==> config.mk <==
export PLATFORM = sky130hd
export DESIGN_NAME = l0_row_feeder
export DESIGN_NICKNAME = d
export VERILOG_FILES = /design/src/rtl/array_pkg.sv /design/src/rtl/l0_fifo.sv /design/src/rtl/l0_row_feeder.sv
export SDC_FILE = /design/constraint.sdc
export NUM_CORES = 2
export LEC_CHECK = 0
export BUFFER_PORTS_ARGS = -buffer_cell sky130_fd_sc_hd__buf_2
export CORE_MARGIN = 4
export CORE_UTILIZATION = 53
export CTS_BUF_LIST = sky130_fd_sc_hd__clkbuf_4
export CTS_CLUSTER_DIAMETER = 120
export CTS_CLUSTER_SIZE = 25
export DETAILED_ROUTE_END_ITERATION = 8
export GPL_ROUTABILITY_DRIVEN = 0
export PLACE_DENSITY = 0.73
export SLEW_MARGIN = 0
export SYNTH_ARGS = -nofsm -noshare
export SYNTH_HDL_FRONTEND = slang
export SYNTH_SLANG_ARGS = --single-unit
==> constraint.sdc <==
create_clock -name clk -period 8.5 [get_ports clk]
set_input_delay 0.85 -clock clk [delete_from_list [all_inputs] [get_ports clk]]
set_output_delay 0.85 -clock clk [all_outputs]
set_load 0.05 [all_outputs]
==> src/rtl/array_pkg.sv <==
// Shared definitions for the MAC array edge logic: geometry defaults,
// instruction bit positions and the feeder state encoding.
package array_pkg;

  localparam int ROW       = 8;
  localparam int BW        = 2;
  localparam int INST_W    = 3;
  localparam int INST_MODE = 2;
  localparam int INST_EXEC = 1;
  localparam int INST_LOAD = 0;

  typedef enum logic [1:0] {
    ST_IDLE  = 2'd0,
    ST_BURST = 2'd1,
    ST_DRAIN = 2'd2
  } feeder_state_t;

  // Instruction word a row sees while a burst word is present.
  function automatic logic [INST_W-1:0] make_inst(input logic mode, input logic load);
    logic [INST_W-1:0] inst;
    inst            = '0;
    inst[INST_MODE] = mode;
    inst[INST_EXEC] = ~load;
    inst[INST_LOAD] = load;
    return inst;
  endfunction

endpackage

==> src/rtl/l0_fifo.sv <==
// Synchronous first-word-fall-through FIFO with occupancy count.
// Writes while full are dropped; reads while empty are ignored.
module l0_fifo #(
  parameter int W     = 32,
  parameter int depth = 64,
  parameter int CW    = $clog2(depth) + 1
) (
  input  logic          clk,
  input  logic          reset_n,
  input  logic          wr,
  input  logic [W-1:0]  din,
  input  logic          rd,
  output logic [W-1:0]  dout,
  output logic [CW-1:0] count,
  output logic          full,
  output logic          empty
);

  localparam int AW = $clog2(depth);

  logic [W-1:0]  mem [depth];
  logic [AW-1:0] wptr;
  logic [AW-1:0] rptr;
  logic          push;
  logic          pull;

  assign full  = (count == CW'(depth));
  assign empty = (count == '0);
  assign push  = wr && !full;
  assign pull  = rd && !empty;
  assign dout  = mem[rptr];

  // Storage array: data only, never reset.
  always_ff @(posedge clk) begin
    if (push) mem[wptr] <= din;
  end

  // Pointers wrap naturally at depth (power of two); count tracks occupancy.
  always_ff @(posedge clk or negedge reset_n) begin
    if (!reset_n) begin
      wptr  <= '0;
      rptr  <= '0;
      count <= '0;
    end else begin
      if (push) wptr <= wptr + AW'(1);
      if (pull) rptr <= rptr + AW'(1);
      case ({push, pull})
        2'b10:   count <= count + CW'(1);
        2'b01:   count <= count - CW'(1);
        default: count <= count;
      endcase
    end
  end

endmodule

==> src/rtl/l0_row_feeder.sv <==
// West-edge feeder: buffers row words and replays them as gap-free bursts,
// skewing row r by r cycles so words arrive in systolic order.
module l0_row_feeder
  import array_pkg::*;
#(
  parameter int row    = ROW,
  parameter int bw     = BW,
  parameter int depth  = 64,
  parameter int len_bw = 7
) (
  input  logic                  clk,
  input  logic                  reset_n,
  input  logic                  wr,
  input  logic [row*2*bw-1:0]   in_data,
  output logic                  full,
  output logic                  empty,
  input  logic                  cmd_valid,
  output logic                  cmd_ready,
  input  logic                  cmd_load,
  input  logic                  cmd_mode,
  input  logic [len_bw-1:0]     cmd_len,
  output logic [row*bw-1:0]     out_w0,
  output logic [row*bw-1:0]     out_w1,
  output logic [row*INST_W-1:0] out_inst,
  output logic                  done
);

  localparam int LW = 2 * bw;
  localparam int CW = $clog2(depth) + 1;

  feeder_state_t     state_q, state_d;
  logic [len_bw-1:0] rem_q, rem_d;
  logic              mode_q, load_q;
  logic              accept;
  logic              pop;
  logic              done_d;
  logic [row*LW-1:0] fifo_dout;
  logic [CW-1:0]     fifo_count;
  logic [INST_W-1:0] inst_now;

  l0_fifo #(.W(row*LW), .depth(depth), .CW(CW)) u_fifo (
    .clk     (clk),
    .reset_n (reset_n),
    .wr      (wr),
    .din     (in_data),
    .rd      (pop),
    .dout    (fifo_dout),
    .count   (fifo_count),
    .full    (full),
    .empty   (empty)
  );

  assign cmd_ready = (state_q == ST_IDLE) && reset_n;
  assign inst_now  = make_inst(mode_q, load_q);

  // Next-state: accept only when the whole burst is already buffered, so a
  // burst can never starve; rem counts burst words, then drain cycles.
  always_comb begin
    state_d = state_q;
    rem_d   = rem_q;
    accept  = 1'b0;
    pop     = 1'b0;
    done_d  = 1'b0;
    case (state_q)
      ST_IDLE: begin
        if (cmd_valid && (cmd_len != '0) && (32'(fifo_count) >= 32'(cmd_len))) begin
          accept  = 1'b1;
          state_d = ST_BURST;
          rem_d   = cmd_len;
        end
      end
      ST_BURST: begin
        pop = 1'b1;
        if (rem_q == len_bw'(1)) begin
          if (row == 1) begin
            state_d = ST_IDLE;
            done_d  = 1'b1;
          end else begin
            state_d = ST_DRAIN;
            rem_d   = len_bw'(row - 1);
          end
        end else begin
          rem_d = rem_q - len_bw'(1);
        end
      end
      ST_DRAIN: begin
        if (rem_q == len_bw'(1)) begin
          state_d = ST_IDLE;
          done_d  = 1'b1;
        end else begin
          rem_d = rem_q - len_bw'(1);
        end
      end
      default: state_d = ST_IDLE;
    endcase
  end

  // State, counters, latched command and the registered done pulse.
  always_ff @(posedge clk or negedge reset_n) begin
    if (!reset_n) begin
      state_q <= ST_IDLE;
      rem_q   <= '0;
      mode_q  <= 1'b0;
      load_q  <= 1'b0;
      done    <= 1'b0;
    end else begin
      state_q <= state_d;
      rem_q   <= rem_d;
      done    <= done_d;
      if (accept) begin
        mode_q <= cmd_mode;
        load_q <= cmd_load;
      end
    end
  end

  for (genvar r = 0; r < row; r++) begin : g_lane
    logic [LW-1:0]     dat [r+1];
    logic [INST_W-1:0] ins [r+1];

    // Stage register for lane r followed by r skew registers; data holds
    // between bursts while inst returns to zero.
    always_ff @(posedge clk or negedge reset_n) begin
      if (!reset_n) begin
        for (int k = 0; k <= r; k++) begin
          dat[k] <= '0;
          ins[k] <= '0;
        end
      end else begin
        if (pop) dat[0] <= fifo_dout[r*LW +: LW];
        ins[0] <= pop ? inst_now : '0;
        for (int k = 1; k <= r; k++) begin
          dat[k] <= dat[k-1];
          ins[k] <= ins[k-1];
        end
      end
    end

    assign out_w0[r*bw +: bw]         = dat[r][bw-1:0];
    assign out_w1[r*bw +: bw]         = dat[r][LW-1:bw];
    assign out_inst[r*INST_W +: INST_W] = ins[r];
  end

endmodule
==> metrics.md <==
| Metric | Value |
|---|---|
| Clock root cell | `clkbuf_4` |
| Fin. Hold Viols | `0` |
| Max VDD drop | `0.000335 V` |
| Layout cells sized above 1 | `22.0%` |
| Worst setup EP type | `flop` |
| Fin Clk Skew | `104 ps` |
| Required time of the critical path | `9630 ps` |
| Routed Wire Length | `214000 um` |
| GR met2 Demand/Resource | `39.5%` |
| Routed len/inst | `34.2 um` |
| GRT Max-Usage Layer | `met2` |
| Number of distinct library cells after synthesis | `65` |
| Fin area | `89800 um2` |
| Slowest cell on crit path | `nor4_1` |
| Gr ovfl total | `0` |
| Fin. max-slew vios | `0` |
| LEAKAGE | `28.6 nW` |
| Grt met3 use | `5.72%` |
| Pwr/cell area | `281 nW/um2` |
| Total track usage | `25.3%` |
| Vias | `41900` |
| Crit path max-delay family | `buffers and inverters` |
| Post-synth EDFFs | `2048` |
| Crit-path max FO | `99` |
| Post-Syn Area | `85100 um2` |
| Die H | `409 um` |
| H-tree Lvls | `3` |
| Commonest non-fill, non-tap cell in the layout | `edfxtp_1` |
| Hold_buf cts | `12` |
| DR iter-0 viols | `6378` |
| RR Endpoint | `g_lane[4].dat[16]` |
| Post-synth net total | `4055` |
| Largest net degree at the start of global routing | `125` |
| Antenna violations before repair | `20` |
| Die X | `409 um` |
| Slew @ Worst Pin | `1390 ps` |
| Synth Instances | `3989` |
| Setup CP Type | `flop to flop` |
| Average size of a mapped cell | `21.3 um2` |
| CP bufs+invs | `2` |
| Clock slew at reported path FFs | `240 ps` |
| Drt drc | `0` |
| I/O pin total | `105` |
| F_max | `229 MHz` |
| Post-cts resize count | `0` |
| Clk sinks | `2247` |
| Flop and latch count out of synthesis | `2247` |
| CTS max path bufs | `3` |
| HPWL after DPL | `111000 um` |
| Max cap viols | `0` |
| Placed cell area | `88200 um2` |
| Final net count | `4140` |
| Num CTS Buffers | `99` |
| Worst Path Arrival | `5500 ps` |
| PortBufs | `104` |
| Hold Crit Class | `input port to asynchronous set/reset pin` |
| Period utilization | `51.4%` |
| Setup Total Neg Slack | `0 ps` |
| Worst r2r path cells | `8` |
| RSZ-0062 raised after global routing | `false` |
| # setup viols final | `0` |
| Startpoint class of the critical path | `flop` |
| Vias in the first global route | `40600` |
| Cell chain of the critical path | `buf_12 -> buf_4 -> mux4_2 -> mux2i_1 -> nor2_1 -> a311oi_1 -> nor4_1 -> a221o_1` |
| Post-synthesis sequential area ratio | `78.1%` |
| Status | `complete, no violations` |
| Vias per inst | `6.71` |
| Post-route ant nets | `0` |
| Max incr delay on CP | `1160 ps` |
| Worst r2r src | `u_fifo.rptr[1]` |
| Syn-to-layout area delta | `5.44%` |
| Fillers | `11400` |
| Worst slew margin | `6.52%` |
| CTS tree | `done` |
| Std-Cell Core Area | `159000 um2` |
| Setup Fix Bufs, Post-CTS | `0` |
| FP Rows | `146` |
| Final Critical Period | `4370 ps` |
| Global-route wire length before repair | `303000 um` |
| Worst-Skew Late Latency | `1260 ps` |
| Synth Flop Type | `edfxtp_1` |
| Highest-count cells in the layout ignoring fill and taps | `edfxtp_1, mux4_2, mux2i_1` |
| Initial core utilization | `53.6%` |
| Synth warn | `0` |
| Post-synth ARST share | `8.86%` |
| Pre-Repair DR Iteration Count | `7` |
| Die ar. | `167000 um2` |
| Met1 usage | `36.2%` |
| Flop-to-flop setup slack | `4130 ps` |
==> flip-flops by register name, indices dropped and copies added (netlist names) <==
signal        cells
u_fifo.mem     2048
state_q           2
u_fifo.wptr       6
g_lane.dat      116
out_inst          6
mode_q            1
u_fifo.rptr       6
done              1
out_w0           14
out_w1           14
rem_q             7
load_q            1
g_lane.ins       18
u_fifo.count      7
==> per-stage QoR <==
step           total power [mW]  setup slack [ps]  hold WS (ps)  std cells  util [%]
3_5_place_dp               21.5              4180           335       6033      55.5
4_1_cts                    25.3              4130          52.5       6230      56.5
2_1_floorplan              19.2              4820           331       3989         -
5_1_grt                    26.2              4120          54.1       6237      56.5
3_3_place_gp               21.4              3920           331       6032      55.5
6_report                   25.2              4130           154       6243      56.5
==> kinds of logic after synthesis <==
| kind of cell | Yosys count | synth area share, % |
|---|---|---|
| AND/OR/NAND/NOR | 326 | 1.71 |
| adder cells (fa/ha/maj) | 21 | 0.317 |
| multiplexers | 695 | 14.4 |
| buffers and inverters | 265 | 1.89 |
| AO/OA/AOI/OAI | 420 | 3.46 |
| XOR/XNOR | 15 | 0.154 |
| flip-flops | 2247 | 78.1 |
==> how the worst max path moves through the flow <==
stage,start,endpoint,slack [ps],cells past startpoint
6_report,u_fifo.rptr[1],g_lane[4].dat[16],4130,8
5_1_grt,u_fifo.rptr[1],g_lane[6].dat[26],4120,8
4_1_cts,u_fifo.rptr[1],g_lane[4].dat[16],4130,8
3_5_place_dp,u_fifo.rptr[1],g_lane[6].dat[26],4180,8
3_3_place_gp,u_fifo.rptr[1],g_lane[1].dat[7],3920,8
2_1_floorplan,u_fifo.count[1],u_fifo.count[6],4820,12
==> power by group <==
part | total [mW] | switching [mW] | internal (mW)
logic | 7.89 | 4.77 | 3.12
registers | 13.4 | 0.528 | 12.8
clock network | 3.95 | 3.00 | 0.947
total | 25.2 | 8.30 | 16.9
==> Yosys cell counts (all sizes together) (12+ instances only) <==
cell type / instances / area share, %
a2111oi: 14 / 0.15
a211oi: 21 / 0.19
a21oi: 68 / 0.40
a221o: 18 / 0.21
a221oi: 37 / 0.38
a22oi: 48 / 0.42
a311oi: 16 / 0.16
and2: 12 / 0.088
buf: 154 / 1.4
clkbuf: 88 / 0.39
dfrtp: 199 / 5.9
edfxtp: 2048 / 72
ha: 20 / 0.29
inv: 21 / 0.093
mux2i: 265 / 3.1
mux4: 421 / 11
nand2: 101 / 0.45
nand3: 32 / 0.19
nor2: 111 / 0.49
nor2b: 12 / 0.088
nor3: 20 / 0.12
nor4: 13 / 0.096
o21ai: 58 / 0.34
o221ai: 22 / 0.23
o22ai: 62 / 0.46
==> layer usage <==
metal  wire (um)  part of all wire, %
met1       79700                   37
met2      101000                   47
met3       25100                   12
met4        7400                  3.5
met5          91                0.043
==> worst reg2reg max path: stages, from the launching register on <==
cell and delay [ps]:
dfrtp_4 850, buf_12 640, buf_4 740, mux4_2 380, mux2i_1 80, nor2_1 120
a311oi_1 70, nor4_1 1160, a221o_1 250
==> cell type report <==
| class | count | area, um2 | share of cell area (%) |
|---|---|---|---|
| multi-input cells | 1477 | 17600 | 19.6 |
| clock buffers | 179 | 1340 | 1.50 |
| clock inverters | 6 | 43.8 | 0.0488 |
| flip-flops and latches | 2247 | 66500 | 74.1 |
| inverters | 23 | 88.8 | 0.0990 |
| repair buffers | 226 | 1580 | 1.76 |
| well taps | 2072 | 2590 | 2.89 |
| diodes | 13 | 32.5 | 0.0362 |
No activity file was read; power rests on OpenSTA's default activity.
